[src/rtl/oam_dma_ctrl.sv]
// OAM DMA engine. A CPU write to the source register latches a page. A two-stage
// start sequencer (pend -> arm) then launches a copy of LEN bytes from
// {page,8'h00} into OAM, one byte per M-cycle tick.
module oam_dma_ctrl #(
  parameter int unsigned LEN      = 160,
  parameter logic [15:0] REG_ADDR = 16'hFF46
) (
  input  logic        clk,
  input  logic        reset,
  input  logic        mcyc_ce,
  input  logic [15:0] a,
  input  logic [7:0]  d,
  input  logic        cpu_wr,
  input  logic        cpu_rd,
  output logic [7:0]  reg_dout,
  output logic        reg_sel,
  output logic        dma_run,
  output logic [15:0] dma_a,
  output logic        dma_wr,
  output logic        vram_to_oam,
  output logic        oam_addr_ndma
);

  localparam logic [7:0] LastLow = 8'(LEN - 1);

  logic [7:0] src_q, src_d;
  logic [7:0] act_hi_q, act_hi_d;
  logic [7:0] low_q, low_d;
  logic       pend_q, pend_d;
  logic       arm_q, arm_d;
  logic       run_q, run_d;
  logic       reg_wr;

  assign reg_wr = cpu_wr && (a == REG_ADDR);

  // Next-state: start sequencer, byte counter and register write.
  always_comb begin
    src_d    = src_q;
    act_hi_d = act_hi_q;
    low_d    = low_q;
    pend_d   = pend_q;
    arm_d    = arm_q;
    run_d    = run_q;
    if (mcyc_ce) begin
      // Current byte is committed this tick; advance or finish.
      if (run_q) begin
        if (low_q == LastLow) begin
          run_d = 1'b0;
        end else begin
          low_d = low_q + 8'd1;
        end
      end
      // Arm reloads the transfer and overrides a simultaneous end of run.
      if (arm_q) begin
        act_hi_d = src_q;
        low_d    = 8'd0;
        run_d    = 1'b1;
      end
      arm_d  = pend_q;
      pend_d = 1'b0;
    end
    // A write lands after the ce decision, so a same-clk tick does not see it.
    if (reg_wr) begin
      src_d  = d;
      pend_d = 1'b1;
    end
  end

  // State registers with synchronous reset that overrides ce and writes.
  always_ff @(posedge clk) begin
    if (reset) begin
      src_q    <= 8'd0;
      act_hi_q <= 8'd0;
      low_q    <= 8'd0;
      pend_q   <= 1'b0;
      arm_q    <= 1'b0;
      run_q    <= 1'b0;
    end else begin
      src_q    <= src_d;
      act_hi_q <= act_hi_d;
      low_q    <= low_d;
      pend_q   <= pend_d;
      arm_q    <= arm_d;
      run_q    <= run_d;
    end
  end

  // Outputs decoded from registered state for the OAM address/data mux.
  always_comb begin
    reg_dout      = src_q;
    reg_sel       = (a == REG_ADDR) && cpu_rd;
    dma_run       = run_q;
    dma_a         = {act_hi_q, low_q};
    dma_wr        = run_q && mcyc_ce;
    vram_to_oam   = (act_hi_q[7:5] == 3'b100) && run_q;
    oam_addr_ndma = !run_q;
  end

endmodule

[config.mk]
export PLATFORM = sky130hd
export DESIGN_NAME = oam_dma_ctrl
export DESIGN_NICKNAME = d
export VERILOG_FILES = /design/src/rtl/oam_dma_ctrl.sv
export SDC_FILE = /design/constraint.sdc
export NUM_CORES = 1
export LEC_CHECK = 0
export ABC_AREA = 1
export CELL_PAD_IN_SITES_DETAIL_PLACEMENT = 0
export CELL_PAD_IN_SITES_GLOBAL_PLACEMENT = 2
export CORE_ASPECT_RATIO = 0.75
export CORE_MARGIN = 4
export CORE_UTILIZATION = 23
export DETAILED_ROUTE_END_ITERATION = 7
export GPL_ROUTABILITY_DRIVEN = 0
export PLACE_DENSITY_LB_ADDON = 0.1
export RECOVER_POWER = 100
export SLEW_MARGIN = 20
export SYNTH_ARGS = -nofsm -noshare
export SYNTH_HDL_FRONTEND = slang
export SYNTH_SLANG_ARGS = --single-unit
[constraint.sdc]
create_clock -name clk -period 3.3 [get_ports clk]
set_input_delay 0.66 -clock clk [delete_from_list [all_inputs] [get_ports clk]]
set_output_delay 0.66 -clock clk [all_outputs]
set_load 0.03 [all_outputs]
==> impl_metrics.env, run 1 <==
export IMPL_critPathKind="primary input to output port"
export IMPL_clockRootBuffer="clkbuf_8"
export IMPL_crit_slowest_cell="dlygate4sd3_1"
export IMPL_grt_overflow=0
export IMPL_slew_viol_final=0
export IMPL_crit_path_max_incr_delay_ns=0.76
export IMPL_finalSetupTns_ns=0
export IMPL_place_area_um2=2076
export IMPL_start_util_pct=24.18
export IMPL_worst_slew_pin_slew_ns=0.6595
export IMPL_drt_wl_total_um=4122
export IMPL_clkTransAtPathRegs_ns=0.09
export IMPL_numCtsBuffers=3
export IMPL_finalHoldViolCount=0
export IMPL_synth_area_top_cells="dfxtp_1, nand2_1, inv_1"
export IMPL_path_delay_family="buffers and inverters"
export IMPL_hpwlAfterDp_um=3323
export IMPL_synth_avg_cell_area_um2=6.501
export IMPL_synth_nets=250
export IMPL_cts_repair_resized=0
export IMPL_ys_ff_latch=27
export IMPL_numPlacedInstances=351
export IMPL_yosys_top_cells_count="nand2_1, inv_1, dfxtp_1, nor2_1, a21oi_1"
export IMPL_die_area_um2=7557
export IMPL_antenna_found_initial=0
export IMPL_worstPathMaxFanout=2
export IMPL_grt_pass1_vias=1466
export IMPL_die_h_um=76.29
export IMPL_stdcell_count=355
export IMPL_power_density_nw_per_um2=305.6
export IMPL_synth_area_um2=1430
export IMPL_synth_edf_count=0
export IMPL_n_antenna_cell=0
export IMPL_clockBufferDepth=2
export IMPL_post_route_cell_area_um2=2087
export IMPL_regToRegSetupSlack_ns=1.44
export IMPL_worstPathCellList="clkdlybuf4s50_1, inv_1, nor4_1, nand2_1, nor3_1, dlygate4sd3_1"
export IMPL_rows=24
export IMPL_fmax_mhz=332.0
export IMPL_gr_usage_all_layers_pct=11.13
export IMPL_drc=0
export IMPL_async_reset_ff_share_pct=0
export IMPL_critical_path_arrival_ns=2.35
export IMPL_cts_hold_buf=0
export IMPL_die_w_um=99.05
export IMPL_cap_violations=0
export IMPL_final_min_clock_period_ns=3.012
export IMPL_setup_viol=0
export IMPL_synth_most_common_cell="nand2_1"
export IMPL_min_path_type="flop to flop"
export IMPL_ant_nets=0
export IMPL_synth_top_area_cell="dfxtp_1"
export IMPL_dr_total_vias=1487
export IMPL_crit_path_start_kind="primary input"
export IMPL_yosys_warnings=0
export IMPL_port_buffers=57
export IMPL_cts_tree="yes"
export IMPL_drt_iter0_markers=62
export IMPL_fin_crit_sh_pct=91.26
export IMPL_ios=58
export IMPL_wl_per_cell_um=11.61
export IMPL_clock_latency_ns=0.27
export IMPL_rsz0062_at_grt="false"
export IMPL_layout_nets=308
export IMPL_crit_path_end_kind="output port"
export IMPL_clock_skew_ns=0.002192
export IMPL_via_per_inst=4.189
export IMPL_slew_headroom_pct=55.98
export IMPL_synthCells=220
export IMPL_yosysUniqueCellTypes=22
export IMPL_seq_area_frac_synth_pct=37.80
export IMPL_layout_drive_gt1_share_pct=5.054
export IMPL_drtPass1Iterations=5
export IMPL_netlist_area_leader_share_pct=37.80
export IMPL_synthToLayoutAreaGrowth_pct=45.93
export IMPL_required_ns=2.64
export IMPL_synthFlopType="dfxtp_1"
export IMPL_grt_pass1_wl_um=7024
export IMPL_critPathBufInv=3
export IMPL_core_region_area_um2=5916
export IMPL_leakagePower_nw=1.011
export IMPL_cts_setup_buffers=0
export IMPL_vdd_ir_drop_max_uv=164.2
export IMPL_grt_start_max_net_pins=23
export IMPL_ctsHtreeMaxLevel=1
export IMPL_status="finished clean"
export IMPL_fill_cells=638
export IMPL_cts_sinks=27
-- path summary, 6_finish.rpt --
kind,from,endpoint,cells after the start
min,reg_dout[5],act_hi_q[5],2
max,a[1],reg_sel,6
max reg2reg,low_q[0],dma_run,8
min reg2reg,reg_dout[5],act_hi_q[5],2
-- routing by layer --
metal	up-vias	track usage (%)	wire length [µm]	part of all wire [%]
li1	801	-	-	-
met1	652	15.74	2084	51
met2	32	17.29	1757	43
met3	2	2.928	253	6.1
met4	0	1.637	27	0.66
met5	-	0	0	0
-- logic make-up after synthesis --
group | count (synthesis) | share of synthesized area, %
AO/OA/AOI/OAI | 29 | 10.15
adder cells (fa/ha/maj) | 1 | 0.8748
buffers and inverters | 52 | 14.17
flip-flops | 27 | 37.80
AND/OR/NAND/NOR | 111 | 37.01
-- power by group --
part | internal (W) | total (W) | switching [W]
Combinational | 0.0000509 | 0.000107 | 0.0000562
Sequential | 0.000333 | 0.000340 | 0.00000653
Clock | 0.0000847 | 0.000191 | 0.000106
-- layout make-up --
| type | count | area (µm²) | area share, % |
|---|---|---|---|
| multi-input cells | 141 | 651.9 | 31.24 |
| clock inverters | 1 | 5.005 | 0.2398 |
| flip-flops and latches | 27 | 540.5 | 25.90 |
| repair buffers | 57 | 570.5 | 27.34 |
| clock buffers | 3 | 41.29 | 1.978 |
| inverters | 48 | 180.2 | 8.633 |
| well taps | 78 | 97.59 | 4.676 |
-- worst reg2reg max path, delay by kind of cell (launching register included) --
family	cells	cell delay, ns
and+or+nand+nor	5	0.82
DFF	1	0.41
AOI/OAI and AO/OA	1	0.25
adders and majority gates	1	0.23
buffers and inverters	1	0.05
-- stage by stage --
stage | worst slack [ns] | hold slack, ns | utilization [%] | power, W
final | 0.2883 | 0.4759 | 35.28 | 0.0006379
after global routing | 0.1257 | 0.4889 | 35.28 | 0.0006695
after CTS | 0.3138 | 0.4828 | 35.87 | 0.0006594
after detailed placement | 0.3328 | 0.4684 | 35.09 | 0.0004615
after global placement | 0.3102 | 0.4604 | 35.09 | 0.0004624
after floorplan | 1.001 | 0.4342 | - | 0.0003992
-- sequential cells by signal (all words and copies together), names as in the netlist --
register and count:
pend_q 1, low_q 8, arm_q 1, act_hi_q 8, dma_run 1, reg_dout 8
-- placed cells by master (no fill, tap or decap), drive strengths merged --
cell type | Yosys | layout
nand2 | 57 | 57
inv | 48 | 48
dlygate4sd3 | 0 | 32
dfxtp | 27 | 27
clkdlybuf4s50 | 0 | 25
nor2 | 25 | 25
a21oi | 16 | 16
nand3 | 13 | 13
o21ai | 13 | 13
nand4 | 11 | 11
nor3 | 3 | 3
clkbuf | 2 | 3
nor4 | 2 | 2
ha | 1 | 1
clkinv | 0 | 1
Power figures use the tool's default switching activity.
==> run 2, diff against run 1 <==
CORE_UTILIZATION = 19   (was 23)
clock period = 2.6 ns   (was 3.3 ns; I/O delays follow)
==> run 2 against run 1 <==
Global-route usage is 1.6 points lower. Die area up 19%. Clock-buffer cell count increased by 1. Worst setup slack worse by 0.12 ns. Clock skew rose by 0.00066 ns. Clock power increased by 25%. Critical path type unchanged. Final cell count rose by 7.0%. Non-clock buffer count is 2 higher. Routed wire length is 3.3% higher. Flip-flop and latch count is the same.
==> impl_metrics.env, run 2 (same netlist as run 1, synthesis figures left out) <==
export IMPL_status="finished clean"
export IMPL_hpwlAfterDp_um=3438
export IMPL_power_density_nw_per_um2=382.7
export IMPL_n_antenna_cell=0
export IMPL_die_area_um2=8994
export IMPL_required_ns=2.08
export IMPL_min_path_type="flop to flop"
export IMPL_drt_wl_total_um=4259
export IMPL_leakagePower_nw=1.004
export IMPL_cts_sinks=27
export IMPL_finalHoldViolCount=0
export IMPL_worstPathMaxFanout=3
export IMPL_slew_viol_final=0
export IMPL_die_h_um=83.14
export IMPL_cts_setup_buffers=0
export IMPL_vdd_ir_drop_max_uv=213.6
export IMPL_crit_path_end_kind="output port"
export IMPL_place_ws_ns=0.1664
export IMPL_core_region_area_um2=7331
export IMPL_power_frac_clock_pct=29.6
export IMPL_clock_skew_ns=0.002847
export IMPL_critPathKind="primary input to output port"
export IMPL_fmax_mhz=411.5
export IMPL_most_common_layout_cells="nand2_1, inv_1, dlygate4sd3_1"
export IMPL_finalSetupTns_ns=0
export IMPL_rsz0062_at_grt="false"
export IMPL_clockRootBuffer="clkbuf_8"
export IMPL_start_util_pct=19.51
export IMPL_intPower_w=0.0005989
export IMPL_setup_ws_ns=0.1698
export IMPL_final_common_cell="nand2_1"
export IMPL_clockBufferDepth=2
export IMPL_port_buffers=57
export IMPL_grt_pass1_vias=1431
export IMPL_layout_drive_gt1_share_pct=3.584
export IMPL_ctsHtreeMaxLevel=1
export IMPL_seq_power_share_pct=53.4
export IMPL_die_w_um=108.2
export IMPL_fin_crit_sh_pct=93.47
export IMPL_swShare_pct=25.89
export IMPL_cts_repair_resized=0
export IMPL_ant_nets=0
export IMPL_drc=0
export IMPL_dr_total_vias=1472
export IMPL_combPwrFrac_pct=17.1
export IMPL_cts_hold_buf=0
export IMPL_cap_violations=0
export IMPL_slew_headroom_pct=56.38
export IMPL_synthToLayoutAreaGrowth_pct=47.68
export IMPL_grt_pass1_wl_um=6927
export IMPL_numCtsBuffers=3
export IMPL_grt_overflow=0
export IMPL_switchingPower_w=0.0002093
export IMPL_clock_latency_ns=0.27
export IMPL_critical_path_arrival_ns=1.91
export IMPL_drt_iter0_markers=48
export IMPL_layout_nets=310
export IMPL_worst_slew_pin_slew_ns=0.6518
export IMPL_wl_per_cell_um=11.21
export IMPL_clkTransAtPathRegs_ns=0.09
export IMPL_setup_viol=0
export IMPL_drtPass1Iterations=4
export IMPL_gr_usage_all_layers_pct=9.522
export IMPL_crit_path_start_kind="primary input"
export IMPL_ios=58
export IMPL_grt_start_max_net_pins=17
export IMPL_cts_tree="yes"
export IMPL_rows=27
export IMPL_antenna_found_initial=0
export IMPL_final_min_clock_period_ns=2.430
export IMPL_via_per_inst=3.874
-- run 2: cell types whose count changed in the layout (fill, tap and decap cells not counted), sizes merged --
cell           previous run  this run
clkbuf                    3         6
dlygate4sd3              32        29
clkdlybuf4s50            25        27
buf                       0         1
clkinv                    1         0
-- run 2: worst paths after layout --
kind	cells after the start	endpoint	slack, ns	startpoint
worst max-delay path	4	dma_wr	0.17	mcyc_ce
worst min-delay path	2	pend_q	0.46	pend_q
worst max register to register	8	dma_run	0.79	low_q[0]
worst min register to register	2	pend_q	0.46	pend_q
-- run 2: through the flow --
step | total power [W] | instance area (µm²) | std cells | hold slack (ns) | utilization (%)
after global placement | 0.0005911 | 2117 | 376 | 0.4514 | 28.88
final | 0.0008082 | 2112 | 380 | 0.4638 | 28.81
after detailed placement | 0.0005893 | 2117 | 376 | 0.4538 | 28.88
after floorplan | 0.0005067 | 1430 | 220 | 0.4342 | -
after global routing | 0.0008555 | 2112 | 380 | 0.4970 | 28.81
after CTS | 0.0008406 | 2162 | 380 | 0.4679 | 29.49
-- run 2: layer usage --
layer | part of all wire, % | track usage, % | wire [µm] | vias to the layer above
li1 | - | - | - | 802
met1 | 53 | 14.54 | 2268 | 631
met2 | 40 | 13.32 | 1716 | 37
met3 | 5.8 | 2.564 | 247 | 2
met4 | 0.63 | 1.720 | 27 | 0
met5 | 0 | 0 | 0 | -
-- run 2: area by class of cell --
class	instances	area, µm²
clock buffers	4	45.04
inverters	48	180.2
flip-flops and latches	27	540.5
multi-input cells	141	644.4
fillers	849	5219
repair buffers	59	575.6
well taps	101	126.4
-- run 2: worst max-delay path: stages --
cell             delay (ns)
dlygate4sd3_1          0.54
nand2_1                0.08
inv_1                  0.10
clkdlybuf4s50_1        0.67
-- run 2: power by group through the flow --
stage,sequential (W),combinational [W],clock (W)
6_report,0.000431,0.000138,0.000239
5_1_grt,0.000433,0.000152,0.000270
4_1_cts,0.000432,0.000148,0.000260
3_5_place_dp,0.000441,0.000148,0
3_3_place_gp,0.000442,0.000149,0
2_1_floorplan,0.000457,0.0000495,0
==> run 3, diff against run 2 <==
GPL_ROUTABILITY_DRIVEN = unset   (was 0)
SETUP_SLACK_MARGIN = 0.5   (was unset)
==> run 3 against run 2 <==
Sequential power about the same. Largest power group unchanged. Largest cell class unchanged. Worst setup slack improved by 0.22 ns. Worst hold slack barely moved. Combinational power is 4% lower. Critical path depth is the same.
==> impl_metrics.env, run 3 (same netlist as run 1, synthesis figures left out) <==
export IMPL_clkTransAtPathRegs_ns=0.09
export IMPL_synthToLayoutAreaGrowth_pct=48.82
export IMPL_core_region_area_um2=7331
export IMPL_stdcell_count=380
export IMPL_status="finished clean"
export IMPL_n_antenna_cell=0
export IMPL_clock_skew_ns=0.002498
export IMPL_cts_hold_buf=0
export IMPL_die_area_um2=8994
export IMPL_rows=27
export IMPL_vdd_ir_drop_max_uv=213.0
export IMPL_numPlacedInstances=376
export IMPL_numCtsBuffers=3
export IMPL_fin_crit_sh_pct=84.90
export IMPL_setup_viol=0
export IMPL_cap_violations=0
export IMPL_layout_drive_gt1_share_pct=5.018
export IMPL_drc=0
export IMPL_slew_headroom_pct=48.64
export IMPL_required_ns=2.08
export IMPL_final_common_cell="nand2_1"
export IMPL_antenna_found_initial=0
export IMPL_dr_total_vias=1478
export IMPL_ctsHtreeMaxLevel=1
export IMPL_critPathKind="primary input to output port"
export IMPL_crit_path_end_kind="output port"
export IMPL_drt_wl_total_um=4327
export IMPL_wl_per_cell_um=11.39
export IMPL_via_per_inst=3.889
export IMPL_cts_sinks=27
export IMPL_layout_nets=310
export IMPL_die_h_um=83.14
export IMPL_crit_slowest_cell="dlygate4sd3_1"
export IMPL_finalSetupTns_ns=0
export IMPL_start_util_pct=19.51
export IMPL_gp_congestion=0.7385
export IMPL_place_area_um2=2117
export IMPL_grt_overflow=0
export IMPL_grt_pass1_vias=1446
export IMPL_post_route_cell_area_um2=2128
export IMPL_min_path_type="flop to flop"
export IMPL_worst_slew_pin_slew_ns=0.7676
export IMPL_grt_pass1_wl_um=6989
export IMPL_place_ws_ns=0.1664
export IMPL_critical_path_arrival_ns=1.69
export IMPL_leakagePower_nw=1.047
export IMPL_port_buffers=57
export IMPL_crit_path_max_incr_delay_ns=0.55
export IMPL_rsz0062_at_grt="false"
export IMPL_finalHoldViolCount=0
export IMPL_ant_nets=0
export IMPL_clockBufferDepth=2
export IMPL_grt_start_max_net_pins=17
export IMPL_drt_iter0_markers=55
export IMPL_fmax_mhz=453.0
export IMPL_hpwlAfterDp_um=3438
export IMPL_gr_usage_all_layers_pct=9.603
export IMPL_crit_path_start_kind="primary input"
export IMPL_cts_tree="yes"
export IMPL_most_common_layout_cells="nand2_1, inv_1, dlygate4sd3_1"
export IMPL_clock_latency_ns=0.27
export IMPL_clockRootBuffer="clkbuf_8"
export IMPL_finalPower_w=0.0008024
export IMPL_drtPass1Iterations=4
export IMPL_worstPathMaxFanout=2
export IMPL_setup_ws_ns=0.3927
export IMPL_slew_viol_final=0
export IMPL_worstPathCellList="dlygate4sd3_1, nand4_1, nor3_2, clkbuf_1"
export IMPL_power_density_nw_per_um2=377.0
export IMPL_final_min_clock_period_ns=2.207
export IMPL_die_w_um=108.2
export IMPL_ios=58
-- run 3: cell types whose count changed in the layout (fill, tap and decap cells not counted) --
cell / delta
clkbuf_1: +1
nor3_2: +1
nand3_4: +1
nor4_1: -2
dlygate4sd2_1: +12
nor4_2: +2
clkdlybuf4s50_1: -16
nor3_1: -1
dlymetal6s2s_1: +3
nand3_1: -1
-- run 3: final cells by class --
class	instances	area, µm²
timing repair buffer	59	561.8
tap	101	126.4
inverter	48	180.2
fill	848	5202
sequential	27	540.5
clock buffer	4	45.04
multi-input combinational	141	674.4
-- run 3: worst paths after layout --
check / cells past startpoint / endpoint / startpoint / slack [ns]
setup reg to reg: 8 / dma_run / low_q[0] / 0.79
hold reg to reg: 2 / pend_q / pend_q / 0.46
hold / removal: 2 / pend_q / pend_q / 0.46
setup / recovery: 4 / reg_sel / a[9] / 0.39
-- run 3: timing repair --
item,4_1_cts,5_1_grt
setup endpoints to repair,3,2
setup buffers,0,0
pin swaps,6,3
gates resized for setup,18,5
-- run 3: report_power, final --
group | switching [W] | internal [W] | leakage (nW)
combinational | 0.0000742 | 0.0000589 | 0.806
sequential | 0.00000816 | 0.000423 | 0.219
clock | 0.000128 | 0.000110 | 0.0228
total | 0.000211 | 0.000592 | 1.05
-- run 3: worst max-delay path, delay by kind of cell --
family,cells,cell delay [ns]
buffers and inverters,2,0.87
and+or+nand+nor,2,0.29
-- run 3: routing by layer --
| metal | track usage, % | vias up | part of all wire, % |
|---|---|---|---|
| met5 | 0 | - | 0 |
| met4 | 1.720 | 0 | 0.62 |
| met3 | 2.564 | 2 | 5.7 |
| met2 | 13.54 | 37 | 41 |
| met1 | 14.59 | 636 | 53 |
| li1 | - | 803 | - |
-- run 3: through the flow --
stage | hold WS (ns) | utilization [%]
3_3_place_gp | 0.4514 | 28.88
2_1_floorplan | 0.4342 | -
6_report | 0.4638 | 29.03
5_1_grt | 0.4970 | 29.03
3_5_place_dp | 0.4538 | 28.88
4_1_cts | 0.4679 | 29.54
